## src/rtl/axi_rw_arbiter_pkg.sv

```systemverilog
// axi_rw_arbiter_pkg: request/response encodings and arbiter state type
package axi_rw_arbiter_pkg;
   localparam int         SIZE_W      = 2;
   localparam logic       REQ_READ    = 1'b0;
   localparam logic       REQ_WRITE   = 1'b1;
   localparam logic [1:0] RESP_OKAY   = 2'b00;
   localparam logic [1:0] RESP_SLVERR = 2'b10;
   typedef enum logic [1:0] {ARB_IDLE, ARB_IF, ARB_MEM, ARB_DRAIN} arb_state_t;
endpackage

```

## src/rtl/axi_rw_arbiter_if.sv

```systemverilog
// axi_rw_arbiter_if: one valid/ready request channel; the requester side uses master,
// the responding side uses slave
interface axi_rw_arbiter_if #(
   parameter int ADDR_W = 64,
   parameter int DATA_W = 64
);
   import axi_rw_arbiter_pkg::*;
   logic              valid;
   logic [ADDR_W-1:0] addr;
   logic [SIZE_W-1:0] size;
   logic              req;
   logic [DATA_W-1:0] data_write;
   logic              ready;
   logic [DATA_W-1:0] data_read;
   logic [1:0]        resp;
   modport master (output valid, addr, size, req, data_write, input ready, data_read, resp);
   modport slave (input valid, addr, size, req, data_write, output ready, data_read, resp);
endinterface

```

## src/rtl/axi_rw_arbiter_wdog.sv

```systemverilog
// arb_wdog: grant watchdog; o_expire rises once TIMEOUT_CYC-1 stalled cycles have
// accumulated since the last clear
module arb_wdog #(
   parameter int TIMEOUT_CYC = 256
) (
   input  logic clk,
   input  logic rst,
   input  logic i_clr,
   input  logic i_inc,
   output logic o_expire
);
   localparam int CW = $clog2(TIMEOUT_CYC);
   logic [CW-1:0] r_cnt;
   always_ff @(posedge clk)
      if (rst || i_clr) r_cnt <= '0;
      else if (i_inc) r_cnt <= r_cnt + 1'b1;
   assign o_expire = r_cnt == CW'(TIMEOUT_CYC - 1);
endmodule

```

## src/rtl/axi_rw_arbiter.sv

```systemverilog
// axi_rw_arbiter: shares the bridge port between fetch and memory stage, mem > if, one transaction outstanding
module axi_rw_arbiter
  import axi_rw_arbiter_pkg::*;
#(
  parameter int ADDR_W = 64,
  parameter int DATA_W = 64,
  parameter int TIMEOUT_CYC = 256
) (
  input logic              clk,
  input logic              rst,
  axi_rw_arbiter_if.slave  if_bus,
  axi_rw_arbiter_if.slave  mem_bus,
  axi_rw_arbiter_if.master rw_bus
);
  arb_state_t        r_state, w_next;
  logic [ADDR_W-1:0] r_addr;
  logic [SIZE_W-1:0] r_size;
  logic              r_req;
  logic [DATA_W-1:0] r_wdata;
  logic              w_grant, w_xfer, w_to, w_if_done, w_mem_done;
  assign w_grant = r_state == ARB_IDLE && (mem_bus.valid || if_bus.valid);
  assign w_xfer  = r_state == ARB_IF || r_state == ARB_MEM;
`ifdef ARB_TIMEOUT_EN
  logic w_expire;
  arb_wdog #(.TIMEOUT_CYC(TIMEOUT_CYC)) u_wdog (
    .clk      (clk),
    .rst      (rst),
    .i_clr    (w_grant),
    .i_inc    (w_xfer && !rw_bus.ready),
    .o_expire (w_expire)
  );
  assign w_to = w_xfer && !rw_bus.ready && w_expire;
`else
  assign w_to = 1'b0;
`endif
  always_ff @(posedge clk)
    if (rst) r_state <= ARB_IDLE;
    else r_state <= w_next;
  always_comb
    w_next = r_state == ARB_IDLE ? (mem_bus.valid ? ARB_MEM : if_bus.valid ? ARB_IF : ARB_IDLE) :
             rw_bus.ready ? ARB_IDLE : w_to ? ARB_DRAIN : r_state;
  always_ff @(posedge clk)
    if (rst) begin
      r_addr  <= '0;
      r_size  <= '0;
      r_req   <= 1'b0;
      r_wdata <= '0;
    end else if (w_grant) begin
      r_addr  <= mem_bus.valid ? mem_bus.addr : if_bus.addr;
      r_size  <= mem_bus.valid ? mem_bus.size : if_bus.size;
      r_req   <= mem_bus.valid ? mem_bus.req : if_bus.req;
      r_wdata <= mem_bus.valid ? mem_bus.data_write : if_bus.data_write;
    end
  assign rw_bus.valid      = r_state != ARB_IDLE;
  assign rw_bus.addr       = r_addr;
  assign rw_bus.size       = r_size;
  assign rw_bus.req        = r_req;
  assign rw_bus.data_write = r_wdata;
  assign w_if_done  = r_state == ARB_IF && rw_bus.ready;
  assign w_mem_done = r_state == ARB_MEM && rw_bus.ready;
  assign if_bus.ready      = r_state == ARB_IF && (rw_bus.ready || w_to);
  assign if_bus.data_read  = w_if_done ? rw_bus.data_read : '0;
  assign if_bus.resp       = w_if_done ? rw_bus.resp : (r_state == ARB_IF && w_to) ? RESP_SLVERR : RESP_OKAY;
  assign mem_bus.ready     = r_state == ARB_MEM && (rw_bus.ready || w_to);
  assign mem_bus.data_read = w_mem_done ? rw_bus.data_read : '0;
  assign mem_bus.resp      = w_mem_done ? rw_bus.resp : (r_state == ARB_MEM && w_to) ? RESP_SLVERR : RESP_OKAY;
endmodule
```

## src/flat_wrapper.sv

```systemverilog
// flat-port wrapper written by rule: the top's interface ports become plain ports
module axi_rw_arbiter_flat import axi_rw_arbiter_pkg::*;
#(
  parameter int ADDR_W = 64,
  parameter int DATA_W = 64,
  parameter int TIMEOUT_CYC = 256
)
  (clk, rst, if_bus_valid, if_bus_addr, if_bus_size, if_bus_req, if_bus_data_write, if_bus_ready, if_bus_data_read, if_bus_resp, mem_bus_valid, mem_bus_addr, mem_bus_size, mem_bus_req, mem_bus_data_write, mem_bus_ready, mem_bus_data_read, mem_bus_resp, rw_bus_valid, rw_bus_addr, rw_bus_size, rw_bus_req, rw_bus_data_write, rw_bus_ready, rw_bus_data_read, rw_bus_resp);
  axi_rw_arbiter_if #(.ADDR_W(ADDR_W), .DATA_W(DATA_W)) if_bus_i ();
  axi_rw_arbiter_if #(.ADDR_W(ADDR_W), .DATA_W(DATA_W)) mem_bus_i ();
  axi_rw_arbiter_if #(.ADDR_W(ADDR_W), .DATA_W(DATA_W)) rw_bus_i ();
  input logic clk;
  input logic rst;
  input wire logic [$bits(if_bus_i.valid)-1:0] if_bus_valid;
  input wire logic [$bits(if_bus_i.addr)-1:0] if_bus_addr;
  input wire logic [$bits(if_bus_i.size)-1:0] if_bus_size;
  input wire logic [$bits(if_bus_i.req)-1:0] if_bus_req;
  input wire logic [$bits(if_bus_i.data_write)-1:0] if_bus_data_write;
  output wire logic [$bits(if_bus_i.ready)-1:0] if_bus_ready;
  output wire logic [$bits(if_bus_i.data_read)-1:0] if_bus_data_read;
  output wire logic [$bits(if_bus_i.resp)-1:0] if_bus_resp;
  input wire logic [$bits(mem_bus_i.valid)-1:0] mem_bus_valid;
  input wire logic [$bits(mem_bus_i.addr)-1:0] mem_bus_addr;
  input wire logic [$bits(mem_bus_i.size)-1:0] mem_bus_size;
  input wire logic [$bits(mem_bus_i.req)-1:0] mem_bus_req;
  input wire logic [$bits(mem_bus_i.data_write)-1:0] mem_bus_data_write;
  output wire logic [$bits(mem_bus_i.ready)-1:0] mem_bus_ready;
  output wire logic [$bits(mem_bus_i.data_read)-1:0] mem_bus_data_read;
  output wire logic [$bits(mem_bus_i.resp)-1:0] mem_bus_resp;
  output wire logic [$bits(rw_bus_i.valid)-1:0] rw_bus_valid;
  output wire logic [$bits(rw_bus_i.addr)-1:0] rw_bus_addr;
  output wire logic [$bits(rw_bus_i.size)-1:0] rw_bus_size;
  output wire logic [$bits(rw_bus_i.req)-1:0] rw_bus_req;
  output wire logic [$bits(rw_bus_i.data_write)-1:0] rw_bus_data_write;
  input wire logic [$bits(rw_bus_i.ready)-1:0] rw_bus_ready;
  input wire logic [$bits(rw_bus_i.data_read)-1:0] rw_bus_data_read;
  input wire logic [$bits(rw_bus_i.resp)-1:0] rw_bus_resp;
  assign if_bus_i.valid = if_bus_valid;
  assign if_bus_i.addr = if_bus_addr;
  assign if_bus_i.size = if_bus_size;
  assign if_bus_i.req = if_bus_req;
  assign if_bus_i.data_write = if_bus_data_write;
  assign if_bus_ready = if_bus_i.ready;
  assign if_bus_data_read = if_bus_i.data_read;
  assign if_bus_resp = if_bus_i.resp;
  assign mem_bus_i.valid = mem_bus_valid;
  assign mem_bus_i.addr = mem_bus_addr;
  assign mem_bus_i.size = mem_bus_size;
  assign mem_bus_i.req = mem_bus_req;
  assign mem_bus_i.data_write = mem_bus_data_write;
  assign mem_bus_ready = mem_bus_i.ready;
  assign mem_bus_data_read = mem_bus_i.data_read;
  assign mem_bus_resp = mem_bus_i.resp;
  assign rw_bus_valid = rw_bus_i.valid;
  assign rw_bus_addr = rw_bus_i.addr;
  assign rw_bus_size = rw_bus_i.size;
  assign rw_bus_req = rw_bus_i.req;
  assign rw_bus_data_write = rw_bus_i.data_write;
  assign rw_bus_i.ready = rw_bus_ready;
  assign rw_bus_i.data_read = rw_bus_data_read;
  assign rw_bus_i.resp = rw_bus_resp;
  axi_rw_arbiter #(.ADDR_W(ADDR_W), .DATA_W(DATA_W), .TIMEOUT_CYC(TIMEOUT_CYC)) u_core (.clk(clk), .rst(rst), .if_bus(if_bus_i), .mem_bus(mem_bus_i), .rw_bus(rw_bus_i));
endmodule
```

## config.mk

```make
export PLATFORM = sky130hd
export DESIGN_NAME = axi_rw_arbiter_flat
export DESIGN_NICKNAME = d
export VERILOG_FILES = /design/src/rtl/axi_rw_arbiter_pkg.sv /design/src/rtl/axi_rw_arbiter_if.sv /design/src/rtl/axi_rw_arbiter_wdog.sv /design/src/rtl/axi_rw_arbiter.sv /design/src/flat_wrapper.sv
export SDC_FILE = /design/constraint.sdc
export NUM_CORES = 1
export LEC_CHECK = 0
export ABC_AREA = 1
export BUFFER_PORTS_ARGS = -buffer_cell sky130_fd_sc_hd__buf_2
export CORE_AREA = 2 2 236 238
export CTS_BUF_LIST = sky130_fd_sc_hd__clkbuf_8
export DETAILED_ROUTE_END_ITERATION = 16
export DIE_AREA = 0 0 238 240
export GPL_TIMING_DRIVEN = 0
export MAX_ROUTING_LAYER = met4
export PLACE_DENSITY = 0.4
export SLEW_MARGIN = 20
export SYNTH_ARGS = -nofsm -noshare
export SYNTH_HDL_FRONTEND = slang
export SYNTH_HIERARCHICAL = 1
export SYNTH_SLANG_ARGS = --single-unit
export TNS_END_PERCENT = 100
```

## constraint.sdc

```tcl
create_clock -name clk -period 2 [get_ports clk]
set_input_delay 0.4 -clock clk [delete_from_list [all_inputs] [get_ports clk]]
set_output_delay 0.4 -clock clk [all_outputs]
set_load 0.005 [all_outputs]
```

==> flow_metrics.py, run 1 <==
metrics = {
    "outcome": {
        "outcome": "did not finish",
        "lastStage": "detailed routing (5_2_route)",
        "stop_error": "[ERROR DRT-0255] Maze Route cannot find path of net clk in worker of routeBox ( 193200 0 ) ( 238000 48300 ).",
    },
    "synthesis": {
        "ys_ff_latch": 133,
        "ys_warn_count": 6,
        "syn_avg_cell_area_um2": 5.31,
        "synth_fp_nets": 1817,
        "synth_seq_area_share_pct": 33.8,
        "synth.distinct_cells": 18,
        "syn_inst": 1484,
        "syn-cell-area_um2": 7890,
    },
    "clocking": {
        "clk_root_buffer_cell": "clkbuf_8",
        "clkSinkCount": 133,
        "cts.htree.levels": 4,
        "clockBufferDepth": 2,
        "cts-buffers-inserted": 17,
    },
    "placement": {
        "globalplace.congestion": 0.836,
        "place.port_buffers": 597,
        "dp_hpwl_um": 34200,
        "place_area_um2": 11800,
        "placed_cells": 2785,
    },
    "grt": {
        "grt_pass1_vias": 9690,
        "grt_use_total_pct": 14.4,
        "overflow": 0,
        "grt_start_max_net_pins": 17,
        "antenna_found_initial": 12,
        "grt_pass1_wl_um": 58800,
    },
    "sta": {
        "endpoint_type": "output port",
        "worstEndpointGrtRepair": "mem_bus_data_read[43]",
    },
    "floorplanning": {
        "initial_utilization_pct": 14.4,
        "pin_count": 599,
        "chipHeight_um": 240,
        "die_width_um": 238,
        "fp-row-count": 86,
    },
}
per-layer routing:
layer	global-route usage [%]
met1	17.8
met2	22.5
met3	4.32
met4	4.91
met5	-
Yosys cell counts (all sizes together):
| cell | instances | area [um2] |
|---|---|---|
| clkinv | 1 | 3.75 |
| buf | 61 | 357 |
| a21oi | 2 | 10.0 |
| nand3 | 2 | 10.0 |
| nor2 | 395 | 1490 |
| dfxtp | 133 | 2660 |
| clkbuf | 24 | 90.1 |
| nand2 | 659 | 2480 |
| nor3 | 1 | 5.00 |
| inv | 205 | 772 |
| or2 | 1 | 6.26 |
stage by stage:
step	worst slack (ns)	hold slack (ns)
after floorplan	0.594	0.469
after global placement	-0.0210	0.496
after detailed placement	-0.0792	0.498
after CTS	-0.140	0.0394
after global routing	-0.181	0.104
what timing repair did:
item / CTS / global route
resized for setup: 67 / 89
gates cloned: 1 / 4
hold endpoints to repair: 2 / 0
hold buffers: 1 / 0
pin swaps: 0 / 1
setup endpoints to repair: 134 / 131
setup buffers: 4 / 2
logic make-up after synthesis:
| group | after synthesis | synth area share [%] |
|---|---|---|
| AOI/OAI and AO/OA | 2 | 0.127 |
| buffers and inverters | 291 | 15.5 |
| and+or+nand+nor | 1058 | 50.6 |
| DFF | 133 | 33.8 |
==> inputs of run 2 (changes only) <==
Settings changed: CORE_AREA 2 2 236 238 to 2 2 235 237, CTS_BUF_LIST sky130_fd_sc_hd__clkbuf_8 to default, DIE_AREA 0 0 238 240 to 0 0 237 239, MAX_ROUTING_LAYER met4 to default, PLACE_DENSITY 0.4 to default, PLACE_DENSITY_LB_ADDON from default to 0.15.
==> flow_metrics.py, run 2 <==
metrics = {
    "detailed_routing": {
        "num_vias": 10300,
        "vias_per_cell": 3.66,
        "dr.pass1.iters": 5,
        "drc": 0,
        "wl_per_cell_um": 14.5,
        "drtIter0Drc": 558,
        "ant_nets": 0,
        "wirelength_um": 41100,
    },
    "cells_and_area": {
        "area_growth_pct": 60.9,
        "drive_gt1_share_pct": 35.1,
        "final_area_um2": 12700,
        "stdcell_count": 2825,
        "fin_nets": 2439,
        "final_cell_mix": "655 x nand2_1, 629 x buf_2, 361 x nor2_1",
        "nFillCells": 6405,
        "layout_commonest_cell": "nand2_1",
    },
    "floorplanning": {
        "fp-row-count": 86,
        "pin_count": 599,
        "chipHeight_um": 239,
        "die_area_um2": 56600,
        "initial_utilization_pct": 14.5,
        "core_um2": 54300,
        "die_width_um": 237,
    },
    "min_path": {
        "hp-class": "input pin to flop",
    },
    "pwr": {
        "clkPwrFrac_pct": 35.9,
        "leakagePower_nw": 7.99,
        "irDropWorstVdd_v": 0.000549,
        "p_total_w": 0.00866,
        "p_sw_w": 0.00295,
        "power_frac_comb_pct": 28.3,
        "power_density_nw_per_um2": 682,
        "internal-power_w": 0.00571,
        "seq_power_share_pct": 35.8,
        "p_sw_share_pct": 34.1,
    },
    "clocking": {
        "cts_hold_buf": 0,
        "cts-buffers-inserted": 17,
        "cts.htree.levels": 4,
        "clk_root_buffer_cell": "clkbuf_16",
        "clkSinkCount": 133,
        "cts_tree": "built",
        "clk_pin_slew_ns": 0.06,
        "clk_latency_ns": 0.45,
        "clockBufferDepth": 2,
    },
    "worst_setup_path": {
        "required_ns": 1.60,
        "critical_path_class": "flop to primary output",
        "reg2reg_slack_ns": 0.39,
        "crit_path_start_kind": "flop",
        "arrival_ns": 1.58,
        "cp_max_fo": 6,
        "end_kind": "primary output",
    },
    "synthesis": {
        "ys_top_cells_by_area": "dfxtp_1 34%, nand2_1 31%, nor2_1 19%",
        "ys_ff_latch": 133,
        "synth_seq_area_share_pct": 33.8,
        "synth_fp_nets": 1817,
        "synth_most_common_cell": "nand2_1",
        "syn-cell-area_um2": 7890,
        "synth-edff-count": 0,
        "synth_common_cells": "657 x nand2_1, 394 x nor2_1, 204 x inv_1",
        "synth.distinct_cells": 18,
        "synth_top_area_share_pct": 33.8,
        "syn_inst": 1484,
        "yosys.area.top_type": "dfxtp_1",
        "syn_avg_cell_area_um2": 5.31,
        "async_reset_ff_share_pct": 0,
        "synth_ff_type": "dfxtp_1",
        "ys_warn_count": 6,
    },
    "grt": {
        "grt_use_total_pct": 13.9,
        "grt_start_max_net_pins": 17,
        "overflow": 0,
        "grt_pass1_wl_um": 58700,
        "grt_pass1_vias": 9789,
        "antenna_found_initial": 10,
    },
    "sta": {
        "tightest_slew_ns": 0.844,
        "finalHoldViolations": 0,
        "report.final.setup_viol": 0,
        "clock_skew_ns": 0.00623,
        "fin_hold_ws_ns": 0.145,
        "relSlewSlack_pct": 43.7,
        "fin_crit_sh_pct": 99.0,
        "fmax_ghz": 0.505,
        "drv_slew": 0,
        "fin_tns_setup_ns": 0,
        "grt_setup_unrepaired": "true",
        "min_period_ns": 1.98,
    },
    "outcome": {
        "outcome": "completed",
    },
    "placement": {
        "place.port_buffers": 597,
        "placed_cells": 2785,
        "globalplace.congestion": 0.834,
        "place_area_um2": 11800,
        "dp_hpwl_um": 33700,
    },
    "flow_run": {
        "drv_cap": 0,
    },
}
[run 2: cell counts after synthesis]
Identical to the previous run, type by type.
[run 2: final timing paths]
kind                            cells past startpoint                                  end                           startpoint
worst max register to register                      7  u_core/rw_bus.addr[59]$_SDFFE_PP0P_       u_core/r_state[1]$_SDFFE_PP0P_
worst min-delay path                                2       u_core/r_state[0]$_SDFFE_PP0P_                                  rst
worst max-delay path                                7                mem_bus_data_read[42]       u_core/r_state[1]$_SDFFE_PP0P_
worst min register to register                      4  u_core/rw_bus.addr[40]$_SDFFE_PP0P_  u_core/rw_bus.addr[40]$_SDFFE_PP0P_
[run 2: kinds of logic (layout without fill, tap and decap cells)]
family	Yosys count	after routing	share of synthesized area (%)
flops	133	133	33.8
buf+inv	291	926	15.5
other cells	0	2	0
compound gates	2	2	0.127
simple gates	1058	1058	50.6
[run 2: through the flow]
| stage | setup slack (ns) | utilization, % |
|---|---|---|
| 4_1_cts | -0.0410 | 23.0 |
| 2_1_floorplan | 0.594 | - |
| 6_report | 0.0195 | 23.4 |
| 3_5_place_dp | -0.196 | 21.6 |
| 5_1_grt | -0.0401 | 23.4 |
| 3_3_place_gp | -0.188 | 21.6 |
[run 2: final cells by class]
type / instances / area, um2 / share of cell area, %
clock inverter: 13 / 121 / 0.956
clock buffer: 19 / 443 / 3.49
tap: 704 / 881 / 6.94
antenna: 2 / 5.00 / 0.0394
inverter: 206 / 776 / 6.11
sequential: 133 / 2670 / 21.0
buffer: 85 / 566 / 4.46
multi-input combinational: 1060 / 4160 / 32.8
timing repair buffer: 603 / 3070 / 24.2
[run 2: power by group through the flow]
stage	Sequential [W]	Combinational, W	Clock (W)
final	0.00310	0.00245	0.00311
after global routing	0.00314	0.00280	0.00338
after CTS	0.00311	0.00248	0.00328
after detailed placement	0.00316	0.00242	0
after global placement	0.00315	0.00242	0
after floorplan	0.00318	0.00117	0
[run 2: repair_timing]
item,in CTS,in global routing
setup endpoints to repair,134,69
pin swaps,2,4
gates cloned,0,2
buffers inserted,3,1
resized for setup,56,42
[run 2: critical path, cell delays in order (launching register included)]
cell and delay, ns:
dfxtp_2 0.35, nand2_2 0.06, inv_2 0.07, nand2_4 0.08, buf_12 0.16, buf_12 0.13
nor2_4 0.13, buf_2 0.14
[run 2: layer usage]
layer  global-route usage [%]  vias to the layer above  wire, um
li1                         -                     5453         -
met1                     17.6                     4493     18500
met2                     22.5                      327     18900
met3                     4.98                       39      3140
met4                     3.03                       14       503
met5                        0                        -        86
Power figures use the tool's default switching activity.
==> inputs of run 3 (changes only) <==
Settings changed: SYNTH_HIERARCHICAL 1 to default.
==> flow_metrics.py, run 3 <==
metrics = {
    "sta": {
        "relSlewSlack_pct": 55.9,
        "finalHoldViolations": 0,
        "setup_slack_ns": -0.00494,
        "fmax_ghz": 0.499,
        "report.final.setup_viol": 2,
        "grt_setup_unrepaired": "true",
        "tightest_slew_ns": 0.662,
        "min_period_ns": 2.00,
        "drv_slew": 0,
        "fin_crit_sh_pct": 100,
        "clock_skew_ns": 0.0153,
        "fin_hold_ws_ns": 0.0972,
    },
    "synthesis": {
        "synth-edff-count": 0,
        "synth_seq_area_share_pct": 33.7,
        "synth_common_cells": "657 x nand2_1, 395 x nor2_1, 202 x inv_1",
        "syn_avg_cell_area_um2": 5.32,
        "synth_ff_type": "dfxtp_1",
        "synth_fp_nets": 1816,
        "synth.distinct_cells": 18,
        "async_reset_ff_share_pct": 0,
        "ys_top_cells_by_area": "dfxtp_1 34%, nand2_1 31%, nor2_1 19%",
        "synth_top_area_share_pct": 33.7,
        "syn_inst": 1483,
        "ys_ff_latch": 133,
        "yosys.area.top_type": "dfxtp_1",
        "syn-cell-area_um2": 7890,
        "ys_warn_count": 0,
        "synth_most_common_cell": "nand2_1",
    },
    "placement": {
        "globalplace.congestion": 0.841,
        "place.port_buffers": 597,
        "place_area_um2": 11800,
        "dp_hpwl_um": 34600,
    },
    "pwr": {
        "p_total_w": 0.00886,
        "p_sw_w": 0.00297,
        "power_frac_comb_pct": 27.8,
        "irDropWorstVdd_v": 0.000662,
        "clkPwrFrac_pct": 37.1,
        "p_sw_share_pct": 33.5,
        "power_density_nw_per_um2": 697,
        "leakagePower_nw": 7.97,
        "internal-power_w": 0.00589,
        "seq_power_share_pct": 35.1,
    },
    "detailed_routing": {
        "vias_per_cell": 3.64,
        "dr.pass1.iters": 4,
        "drtIter0Drc": 392,
        "wl_per_cell_um": 14.9,
        "wirelength_um": 42100,
        "num_vias": 10300,
        "ant_nets": 0,
        "drc": 0,
    },
    "grt": {
        "antenna_found_initial": 6,
        "overflow": 0,
        "grt_use_total_pct": 14.3,
        "grt_pass1_wl_um": 60100,
        "grt_pass1_vias": 9760,
        "grt_start_max_net_pins": 17,
    },
    "clocking": {
        "clk_pin_slew_ns": 0.07,
        "clk_latency_ns": 0.48,
        "clkSinkCount": 133,
        "clockBufferDepth": 2,
        "cts-buffers-inserted": 17,
        "clk_root_buffer_cell": "clkbuf_16",
        "cts_tree": "built",
        "cts.htree.levels": 4,
    },
    "floorplanning": {
        "die_area_um2": 56600,
        "fp-row-count": 86,
        "chipHeight_um": 239,
        "pin_count": 599,
        "core_um2": 54300,
        "initial_utilization_pct": 14.5,
        "die_width_um": 237,
    },
    "cells_and_area": {
        "layout_commonest_cell": "nand2_1",
        "nFillCells": 6383,
        "final_util_pct": 23.4,
        "register_area_um2": 2670,
        "multi_input_area_um2": 4170,
        "fin_nets": 2438,
        "area_growth_pct": 61.1,
        "num_antenna_cells": 0,
        "final_cell_mix": "656 x nand2_1, 627 x buf_2, 355 x nor2_1",
        "drive_gt1_share_pct": 35.3,
        "final_area_um2": 12700,
    },
    "worst_setup_path": {
        "crit_path_start_kind": "flop",
        "timing.rr.start": "u_core.r_state[1]$_SDFFE_PP0P_",
        "cp_max_fo": 10,
        "end_kind": "primary output",
        "critical_path_class": "flop to primary output",
        "required_ns": 1.60,
        "critPathLaunch": "u_core.r_state[0]$_SDFFE_PP0P_",
        "arrival_ns": 1.60,
    },
    "outcome": {
        "outcome": "finished with violations",
        "violations": "negative setup slack",
    },
    "min_path": {
        "hp-start": "rst",
        "hp-class": "input pin to flop",
    },
    "flow_run": {
        "drv_cap": 0,
    },
}
[run 3: cell count changes in the layout (fill, tap and decap cells not counted), moves of 3 or more]
cell	before	now
buf_6	6	15
inv_6	4	1
clkinvlp_4	2	5
clkbuf_1	19	23
inv_2	3	0
buf_1	4	0
buf_4	19	14
nor2_2	23	32
nor2_1	361	355
[run 3: routing by layer]
layer / up-vias / GRT usage, % / wire [um]
met5: - / 0 / 58
met4: 10 / 4.22 / 571
met3: 34 / 4.17 / 2700
met2: 304 / 22.7 / 19200
met1: 4490 / 18.7 / 19500
li1: 5443 / - / -
[run 3: power by group through the flow]
stage | Clock, W | Sequential [W] | Combinational [W]
6_report | 0.00329 | 0.00310 | 0.00247
5_1_grt | 0.00352 | 0.00314 | 0.00282
4_1_cts | 0.00345 | 0.00311 | 0.00251
3_5_place_dp | 0 | 0.00316 | 0.00246
3_3_place_gp | 0 | 0.00315 | 0.00246
2_1_floorplan | 0 | 0.00318 | 0.00119
[run 3: logic make-up (layout without fill, tap and decap cells)]
family,Yosys count,in the layout,synth area share (%)
buffers and inverters,289,924,15.5
AO/OA/AOI/OAI,2,2,0.127
flip-flops,133,133,33.7
AND/OR/NAND/NOR,1059,1059,50.6
[run 3: worst paths after layout]
kind | cells after the start | to | slack (ns)
setup / recovery | 7 | if_bus_data_read[47] | -0.005
hold / removal | 2 | u_core.r_state[0]$_SDFFE_PP0P_ | 0.1
setup reg to reg | 7 | u_core.rw_bus.data_write[62]$_SDFFE_PP0P_ | 0.39
hold reg to reg | 4 | u_core.rw_bus.data_write[43]$_SDFFE_PP0P_ | 0.51
[run 3: layout make-up]
cell class,instances,area share (%)
flip-flops and latches,133,21.0
plain buffers,85,4.44
well taps,704,6.93
inverters,204,6.06
repair buffers,603,24.1
multi-input cells,1061,32.8
clock buffers,21,3.70
clock inverters,11,0.984
[run 3: critical path, stage by stage (launching register included)]
cell	delay (ns)
dfxtp_2	0.35
inv_4	0.05
nor2_4	0.10
nand2_4	0.10
buf_12	0.16
buf_12	0.15
nor2_2	0.09
buf_2	0.12
[run 3: metrics by stage]
step,worst slack (ns),std cells,setup TNS (ns)
2_1_floorplan,0.586,1483,0
3_3_place_gp,-0.0957,2784,-0.354
5_1_grt,-0.0943,2822,-3.15
6_report,-0.00494,2822,-0.00815
3_5_place_dp,-0.0918,2784,-0.619
4_1_cts,-0.0997,2822,-2.58
[run 3: timing repair]
| action | in CTS | in global routing |
|---|---|---|
| endpoints found under the setup margin | 134 | 83 |
| pin swaps | 3 | 3 |
| hold buffers | 0 | 0 |
| setup buffers | 6 | 0 |
| gates resized for setup | 59 | 42 |
